**src/rtl/pc_pkg.sv**
```systemverilog
// Shared constants and the next-PC select encoding for the fetch-stage PC sequencer.
package pc_pkg;

    localparam logic [31:0] DEF_RESET_VECTOR = 32'hBFC0_0000;
    localparam logic [31:0] DEF_EXC_VECTOR   = 32'hBFC0_0380;
    localparam int unsigned INSTR_BYTES      = 4;

    typedef enum logic [2:0] {
        SEL_SEQ,
        SEL_BR,
        SEL_J,
        SEL_JR,
        SEL_EXC,
        SEL_ERET
    } pc_sel_t;

endpackage

```
**src/rtl/pc_ras.sv**
```systemverilog
// Circular return-address stack (pointer + saturating count) used as a jr target hint.
module pc_ras
    import pc_pkg::*;
#(
    parameter int unsigned WIDTH     = 32,
    parameter int unsigned RAS_DEPTH = 4
) (
    input  logic             clk,
    input  logic             reset_n,
    input  logic             i_push,
    input  logic             i_pop,
    input  logic             i_clear,
    input  logic [WIDTH-1:0] i_data,
    output logic [WIDTH-1:0] o_top,
    output logic             o_valid
);

    localparam int unsigned PW = $clog2(RAS_DEPTH);
    localparam int unsigned CW = $clog2(RAS_DEPTH + 1);

    logic [WIDTH-1:0] r_mem [RAS_DEPTH];
    logic [PW-1:0]    r_ptr;
    logic [CW-1:0]    r_cnt;

    logic             w_empty;
    logic             w_full;
    logic [PW-1:0]    w_ptr_inc;
    logic [PW-1:0]    w_ptr_dec;

    assign w_empty   = (r_cnt == '0);
    assign w_full    = (r_cnt == CW'(RAS_DEPTH));
    assign w_ptr_inc = r_ptr + PW'(1);
    assign w_ptr_dec = r_ptr - PW'(1);

    always_ff @(posedge clk or negedge reset_n) begin
        if (!reset_n) begin
            r_ptr <= '0;
            r_cnt <= '0;
            for (int unsigned i = 0; i < RAS_DEPTH; i++) begin
                r_mem[i] <= '0;
            end
        end else if (i_clear) begin
            r_ptr <= '0;
            r_cnt <= '0;
        end else if (i_push && i_pop && !w_empty) begin
            // jalr: pop then push collapses to overwriting the current top
            r_mem[r_ptr] <= i_data;
        end else if (i_push) begin
            // when full, the slot after ptr holds the oldest entry and is overwritten
            r_mem[w_ptr_inc] <= i_data;
            r_ptr            <= w_ptr_inc;
            if (!w_full) begin
                r_cnt <= r_cnt + CW'(1);
            end
        end else if (i_pop && !w_empty) begin
            r_ptr <= w_ptr_dec;
            r_cnt <= r_cnt - CW'(1);
        end
    end

    assign o_top   = w_empty ? '0 : r_mem[r_ptr];
    assign o_valid = !w_empty;

endmodule

```
**src/rtl/pc_sequencer.sv**
```systemverilog
// MIPS fetch-stage PC sequencer: prioritised next-PC selection, EPC register and RAS hint.
module pc_sequencer
    import pc_pkg::*;
#(
    parameter int unsigned WIDTH        = 32,
    parameter logic [31:0] RESET_VECTOR = DEF_RESET_VECTOR,
    parameter logic [31:0] EXC_VECTOR   = DEF_EXC_VECTOR,
    parameter int unsigned RAS_DEPTH    = 4
) (
    input  logic             clk,
    input  logic             reset_n,
    input  logic             pc_en,
    input  logic             branch_taken,
    input  logic [WIDTH-1:0] branch_target,
    input  logic             jump,
    input  logic [WIDTH-1:0] jump_target,
    input  logic             jr,
    input  logic [WIDTH-1:0] jr_target,
    input  logic             link,
    input  logic             exception,
    input  logic [WIDTH-1:0] epc_in,
    input  logic             eret,
    output logic [WIDTH-1:0] pc,
    output logic [WIDTH-1:0] pc_plus4,
    output logic             pc_is_zero,
    output logic             pc_misaligned,
    output logic [WIDTH-1:0] epc,
    output logic [WIDTH-1:0] ras_top,
    output logic             ras_valid
);

    localparam logic [WIDTH-1:0] RST_PC = WIDTH'(RESET_VECTOR);
    localparam logic [WIDTH-1:0] EXC_PC = WIDTH'(EXC_VECTOR);

    logic [WIDTH-1:0] r_pc;
    logic [WIDTH-1:0] r_epc;

    pc_sel_t          w_sel;
    logic             w_load;
    logic [WIDTH-1:0] w_pc_next;
    logic             w_push;
    logic             w_pop;

    assign pc_plus4      = r_pc + WIDTH'(INSTR_BYTES);
    assign pc            = r_pc;
    assign epc           = r_epc;
    assign pc_is_zero    = (r_pc == '0);
    assign pc_misaligned = |r_pc[1:0];

    // exception and eret bypass the stall; every other source waits for pc_en
    always_comb begin
        w_sel  = SEL_SEQ;
        w_load = 1'b0;
        if (exception) begin
            w_sel  = SEL_EXC;
            w_load = 1'b1;
        end else if (eret) begin
            w_sel  = SEL_ERET;
            w_load = 1'b1;
        end else if (pc_en) begin
            w_load = 1'b1;
            if (jr) begin
                w_sel = SEL_JR;
            end else if (jump) begin
                w_sel = SEL_J;
            end else if (branch_taken) begin
                w_sel = SEL_BR;
            end
        end
    end

    always_comb begin
        w_pc_next = pc_plus4;
        case (w_sel)
            SEL_SEQ:  w_pc_next = pc_plus4;
            SEL_BR:   w_pc_next = branch_target;
            SEL_J:    w_pc_next = jump_target;
            SEL_JR:   w_pc_next = jr_target;
            SEL_EXC:  w_pc_next = EXC_PC;
            SEL_ERET: w_pc_next = r_epc;
            default:  w_pc_next = pc_plus4;
        endcase
    end

    always_ff @(posedge clk or negedge reset_n) begin
        if (!reset_n) begin
            r_pc  <= RST_PC;
            r_epc <= '0;
        end else begin
            if (w_load) begin
                r_pc <= w_pc_next;
            end
            if (exception) begin
                r_epc <= epc_in;
            end
        end
    end

    // an eret redirect leaves the stack alone, as does a trap other than clearing it
    assign w_push = link & pc_en & ~exception & ~eret;
    assign w_pop  = jr & pc_en & ~exception & ~eret;

    pc_ras #(
        .WIDTH     (WIDTH),
        .RAS_DEPTH (RAS_DEPTH)
    ) u_ras (
        .clk     (clk),
        .reset_n (reset_n),
        .i_push  (w_push),
        .i_pop   (w_pop),
        .i_clear (exception),
        .i_data  (pc_plus4),
        .o_top   (ras_top),
        .o_valid (ras_valid)
    );

endmodule

```
**config.mk**
```make
export PLATFORM = sky130hd
export DESIGN_NAME = pc_sequencer
export DESIGN_NICKNAME = d
export VERILOG_FILES = /design/src/rtl/pc_pkg.sv /design/src/rtl/pc_ras.sv /design/src/rtl/pc_sequencer.sv
export SDC_FILE = /design/constraint.sdc
export NUM_CORES = 1
export LEC_CHECK = 0
export ABC_AREA = 0
export ABC_CLOCK_PERIOD_IN_PS = 7300
export BUFFER_PORTS_ARGS = -buffer_cell sky130_fd_sc_hd__buf_4
export CAP_MARGIN = 20
export CORE_MARGIN = 2
export CORE_UTILIZATION = 58
export CTS_CLUSTER_SIZE = 20
export DETAILED_ROUTE_END_ITERATION = 10
export GPL_TIMING_DRIVEN = 0
export PLACE_DENSITY = 0.87
export SLEW_MARGIN = 20
export SYNTH_ARGS = -nofsm -noshare
export SYNTH_HDL_FRONTEND = slang
export SYNTH_HIERARCHICAL = 1
export SYNTH_SLANG_ARGS = --single-unit
export TNS_END_PERCENT = 5
```
**constraint.sdc**
```tcl
create_clock -name clk -period 7.3 [get_ports clk]
set_clock_uncertainty 0.15 [all_clocks]
set_input_delay 1.095 -clock clk [delete_from_list [all_inputs] [get_ports clk]]
set_output_delay 1.095 -clock clk [all_outputs]
set_load 0.05 [all_outputs]
```
* After elaboration in Yosys (flattened, before gate mapping) *
Cells that the tools add are included.

storage, ports and cells
  memories kept = 0
  logic and storage cells = 80
  input bits = 137
  bits in registers = 197
  latch bits = 0
  bits in writable memories = 0
  output and inout port bits = 131
  memory bits (read-only) = 0

operators by class
  $lt $le $gt $ge = 4
  equal/unequal tests = 8
  multiplexer cells = 31
  divide/modulo/power cells = 0
  reduce and logical (&&, ||, !) cells = 14
  $add $sub $neg = 5
  bitwise logic cells = 10
  multipliers = 0
  shift operators = 0

operator list
  cell                     number
  $bwmux W128              2
  $mux W128                2
  $mux W32                 5
  $pmux W32 S5             1
  $demux W32 S2            2
  $bmux W32 S2             1
  $add A32 B3 Y32 const B  1
  $logic_not A32 Y1        1
  $mux W3                  7
  $mux W2                  7
  $eq A3 B3 Y1 const B     3
  $and A1 B1 Y1            6
  $eq A3 B2 Y1 const B     2
  $ge A3 B3 Y1 const B     2
  $lt A3 B1 Y1 const B     2
  $not A2 Y3               2
  $logic_and A1 B1 Y1      5
  $mux W1                  4
  $reduce_and A2 Y1        2
  $add A3 B1 Y3 const B    1
  $eq A3 B1 Y1 const B     1
  $logic_not A3 Y1         1
  $ne A3 B3 Y1 const B     1
  $reduce_and A3 Y1        1
  9 further kinds          10

* Depth between registers and ports, before layout *
  depth in word-level cells = 9
  depth in mapped cells = 8

* Cells and area by module *
Netlist, hierarchy kept.

by module, submodules not included
  module        times used  area each (µm²)  cells each  sequential area each (µm²)
  pc_ras        1           6,214.7          403         3,328.2
  pc_sequencer  1           4,115.2          428         1,612.8

* Worst setup path before layout *
No wires, ideal clock.

  path kind = reg-to-output
  start = register r_pc[2] (netlist: pc[2])
  end = output port pc_plus4[30]
  setup slack = 3,369 ps
  required time = 6,055 ps
  arrival time = 2,686 ps
  stages on the path, launching flop included = 6
  path buffers = 0
  cell sequence = dfrtp_1 > ha_1 > nand3_1 > nor3_1 > nand4_1 > xnor2_1

on the way
  longest elaborated chain between the ends = 1

RTL lines
  what                    line                text
  start, declared         pc_sequencer.sv:35  logic [WIDTH-1:0] r_pc;
  start signal, assigned  pc_sequencer.sv:91  r_pc <= w_pc_next;
  $add A32 B3 Y32         pc_sequencer.sv:44  assign pc_plus4 = r_pc + WIDTH'(INSTR_BYTES);
  end, declared           pc_sequencer.sv:24  output logic [WIDTH-1:0] pc_plus4,

No other way between the ends.

* Worst setup path after layout *
  start = register r_pc[3] (netlist: pc[3])
  end = output port pc_plus4[22]

The elaborated chain is that of the path after synthesis.

==> impl_metrics.xml <==
<?xml version="1.0" encoding="UTF-8"?>
<metrics>
  <group name="status">
    <metric name="status" unit="">completed</metric>
  </group>
  <group name="timing">
    <metric name="timing.final.max_slew_violations" unit="">0</metric>
    <metric name="worstMarginPinSlew" unit="ps">818</metric>
    <metric name="max_slew_margin" unit="">0.453</metric>
    <metric name="grt_setup_unrepaired" unit="">no</metric>
    <metric name="fmaxAchievable" unit="GHz">0.230</metric>
    <metric name="report.final.hold_viol_count" unit="">0</metric>
    <metric name="setup_tns" unit="ps">0</metric>
    <metric name="post-route-min-period" unit="ps">4340</metric>
    <metric name="finalSetupViolCount" unit="">0</metric>
    <metric name="post-route-period-util" unit="">0.595</metric>
  </group>
  <group name="detailed_routing">
    <metric name="drtPass1Iterations" unit="">6</metric>
    <metric name="post-route-drc-count" unit="">0</metric>
    <metric name="detailroute.via_count" unit="">8549</metric>
    <metric name="wire_per_inst" unit="um">24.0</metric>
    <metric name="drt_first_iter_violations" unit="">805</metric>
    <metric name="avgViaCountPerCell" unit="">6.31</metric>
    <metric name="drt-total-wl" unit="um">32500</metric>
    <metric name="antenna_left" unit="">0</metric>
  </group>
  <group name="worst_hold_path">
    <metric name="min_path_type" unit="">register to register</metric>
  </group>
  <group name="global_routing">
    <metric name="groute.usage.overall" unit="">0.352</metric>
    <metric name="grt.overflow.total" unit="">0</metric>
    <metric name="first_global_vias" unit="">8915</metric>
    <metric name="antenna_found_initial" unit="">0</metric>
    <metric name="grt_pass1_wl" unit="um">49300</metric>
    <metric name="grt_start_max_net_pins" unit="">103</metric>
  </group>
  <group name="floorplanning">
    <metric name="die_w" unit="um">137</metric>
    <metric name="die-area" unit="mm2">0.0189</metric>
    <metric name="core" unit="mm2">0.0174</metric>
    <metric name="io_pins" unit="">268</metric>
    <metric name="fp-row-count" unit="">48</metric>
    <metric name="initial_core_utilization" unit="">0.595</metric>
    <metric name="die-height" unit="um">137</metric>
  </group>
  <group name="pwr">
    <metric name="max-vdd-ir-drop" unit="mV">0.173</metric>
    <metric name="power_per_cell_area" unit="mW/mm2">221</metric>
    <metric name="totalPowerFinal" unit="uW">2940</metric>
    <metric name="p_leak" unit="uW">0.00638</metric>
  </group>
  <group name="clocking">
    <metric name="ctsHoldBuffers" unit="">0</metric>
    <metric name="clk-insertion-delay-late" unit="ps">440</metric>
    <metric name="htree_num_levels" unit="">4</metric>
    <metric name="worst_setup_hold_path_clk_slew" unit="ps">70</metric>
    <metric name="post_cts.resized_instances" unit="">0</metric>
    <metric name="postCtsSetupRepairBufs" unit="">0</metric>
    <metric name="tritoncts" unit="">done</metric>
    <metric name="cts_inserted_buffers" unit="">17</metric>
    <metric name="cts-root-buf" unit="">sky130_fd_sc_hd__clkbuf_16</metric>
    <metric name="clock_sinks" unit="">197</metric>
    <metric name="clock_tree.buffer_depth" unit="">2</metric>
  </group>
  <group name="synth">
    <metric name="synth_async_sr_flop_share" unit="">1.00</metric>
    <metric name="synth_mux_area_frac" unit="">0.249</metric>
    <metric name="yosys.area_share.simple" unit="">0.111</metric>
    <metric name="yosys_register_bits" unit="">197</metric>
    <metric name="synth.cells.most_frequent" unit="">sky130_fd_sc_hd__dfrtp_1, sky130_fd_sc_hd__mux2_2, sky130_fd_sc_hd__and2_1</metric>
    <metric name="combinational_family_with_the_most_area_after_synthesis" unit="">multiplexers</metric>
    <metric name="synth.yosys.warnings" unit="">6</metric>
    <metric name="synth.most_common_cell" unit="">sky130_fd_sc_hd__dfrtp_1</metric>
    <metric name="synth_compound_gate_area_share" unit="">0.0947</metric>
    <metric name="ys.flop_type" unit="">sky130_fd_sc_hd__dfrtp_1</metric>
    <metric name="yosys.area.top_type" unit="">sky130_fd_sc_hd__dfrtp_1</metric>
    <metric name="post_synth_main_area_contributors" unit="">sky130_fd_sc_hd__dfrtp_1, sky130_fd_sc_hd__mux2_2, sky130_fd_sc_hd__mux4_2, sky130_fd_sc_hd__and2_1, sky130_fd_sc_hd__dfstp_2</metric>
    <metric name="synthXorXnorAreaFrac" unit="">0.0271</metric>
    <metric name="synth_top_area_share" unit="">0.455</metric>
    <metric name="post_synth_instance_area" unit="mm2">0.0103</metric>
    <metric name="syn_area_per_cell" unit="um2">12.4</metric>
    <metric name="synth_seq_area_share" unit="">0.478</metric>
    <metric name="postSynthCellCount" unit="">831</metric>
    <metric name="synth_cell_type_count" unit="">61</metric>
    <metric name="yosys.area_share.adder" unit="">0.00921</metric>
    <metric name="synth_fp_nets" unit="">975</metric>
    <metric name="number_of_synthesized_flops_with_an_enable_pin" unit="">0</metric>
  </group>
  <group name="critical_path">
    <metric name="timing.critical_path.cells" unit="">ha_1 -&gt; nand3_1 -&gt; nor2_1 -&gt; nand3_1 -&gt; xnor2_1 -&gt; buf_4</metric>
    <metric name="worstPathMaxFanout" unit="">7</metric>
    <metric name="worst-setup-path-type" unit="">register to output port</metric>
    <metric name="cp.required" unit="ps">6050</metric>
    <metric name="setup.worst_path.start_class" unit="">register</metric>
    <metric name="critPathMaxStageDelay" unit="ps">680</metric>
    <metric name="cell_seen_most_often_among_critical_path_stages" unit="">sky130_fd_sc_hd__nand3_1</metric>
    <metric name="arrival" unit="ps">3100</metric>
    <metric name="critPathSlowestCell" unit="">sky130_fd_sc_hd__xnor2_1</metric>
    <metric name="sort_of_element_at_the_end_of_the_critical_path" unit="">output port</metric>
  </group>
  <group name="run">
    <metric name="drv.max_cap_violation_count" unit="">0</metric>
  </group>
  <group name="placed_design">
    <metric name="hpwlAfterDp" unit="um">24500</metric>
    <metric name="port_buffers" unit="">267</metric>
    <metric name="place.gp.congestion" unit="">0.958</metric>
  </group>
  <group name="layout">
    <metric name="proportion_of_layout_cells_with_a_drive_suffix_above_1" unit="">0.475</metric>
    <metric name="nNetsFinal" unit="">1262</metric>
    <metric name="area.growth.synth_to_final" unit="%">28.4</metric>
    <metric name="antenna_cells" unit="">0</metric>
  </group>
</metrics>
flip-flops by register name (all words and copies together) (netlist names):
name	flops
epc	32
pc	32
u_ras/r_cnt	3
u_ras/r_mem	128
u_ras/r_ptr	2
power by group:
part	internal, uW	total, uW	switching [uW]
clock	553	990	437
combinational	250	666	417
sequential	1190	1280	90.4
area by class of cell:
type,count,area (um2)
clock buffers,18,439
repair buffers,268,2040
well taps,225,282
fillers,1103,4090
clock inverters,13,173
flip-flops and latches,197,4940
inverters,8,30.0
plain buffers,64,285
multi-input cells,562,5070
critical path, delay by kind of cell, from the launching register on:
kind / cells / cell delay [ps]
adder cells (fa/ha/maj): 1 / 350
XOR/XNOR: 1 / 680
AND/OR/NAND/NOR: 3 / 800
buffers and inverters: 1 / 330
flip-flops: 1 / 500
path summary, 6_finish.rpt:
| path | cells past startpoint | from | slack, ps | end |
|---|---|---|---|---|
| max in group asynchronous | 2 | reset_n | 5550 | pc[29]$_DFFE_PN1P_ |
| min in group asynchronous | 1 | reset_n | 490 | u_ras/r_mem[109]$_DFFE_PN0P_ |
| min reg2reg | 1 | u_ras/r_mem[29]$_DFFE_PN0P_ | 360 | u_ras/r_mem[29]$_DFFE_PN0P_ |
| max reg2reg | 8 | u_ras/r_ptr[1]$_DFFE_PN0P_ | 3970 | u_ras/r_mem[65]$_DFFE_PN0P_ |
| max | 6 | pc[3]$_DFFE_PN0P_ | 2960 | pc_plus4[22] |
| min | 1 | u_ras/r_mem[29]$_DFFE_PN0P_ | 360 | u_ras/r_mem[29]$_DFFE_PN0P_ |
cell usage in the layout (no fill, tap or decap), drive strengths merged, types with 6 or more instances in the layout:
cell type  Yosys  final
a21o           9      9
a22oi         20     20
o21ai         15     15
a211o          8      8
nor2          26     26
dfrtp        188    188
mux2         160    160
buf           37    305
xor2           9      9
clkbuf        27     45
mux4          32     32
and3          10     10
a21oi         25     25
a221o          9      9
and2          38     38
a221oi        14     14
nor3b         12     12
nand3         28     28
and4           6      6
ha             6      6
xnor2         23     23
dfstp          9      9
nor4           9      9
nand4         12     12
nand2         27     27
inv            8     12
cells by family (layout without fill, tap and decap cells):
group           Yosys count  after routing
compound gates          131            131
flops                   197            197
mux                     197            197
fa+ha+maj                 7              7
simple gates            195            195
buf+inv                  72            371
xor+xnor                 32             32
through the flow:
| step | hold slack, ps | instances | instance area [um2] | setup slack, ps | util |
|---|---|---|---|---|---|
| floorplan | 324 | 831 | 10300 | 3370 | - |
| global placement | 332 | 1323 | 12600 | 3140 | 0.727 |
| detailed placement | 338 | 1324 | 12700 | 3120 | 0.729 |
| CTS | 354 | 1355 | 13300 | 3000 | 0.764 |
| global route | 369 | 1355 | 13300 | 2880 | 0.764 |
| finish | 355 | 1355 | 13300 | 2960 | 0.764 |
routing by layer:
| metal | vias to the layer above | GRT usage | routed length, um |
|---|---|---|---|
| met2 | 444 | 0.593 | 16200 |
| met5 | - | 0 | 0 |
| met3 | 104 | 0.0743 | 2260 |
| met4 | 0 | 0.198 | 1700 |
| li1 | 3725 | - | - |
| met1 | 4276 | 0.420 | 12300 |
Note: power is estimated with default switching activity, not from simulation.
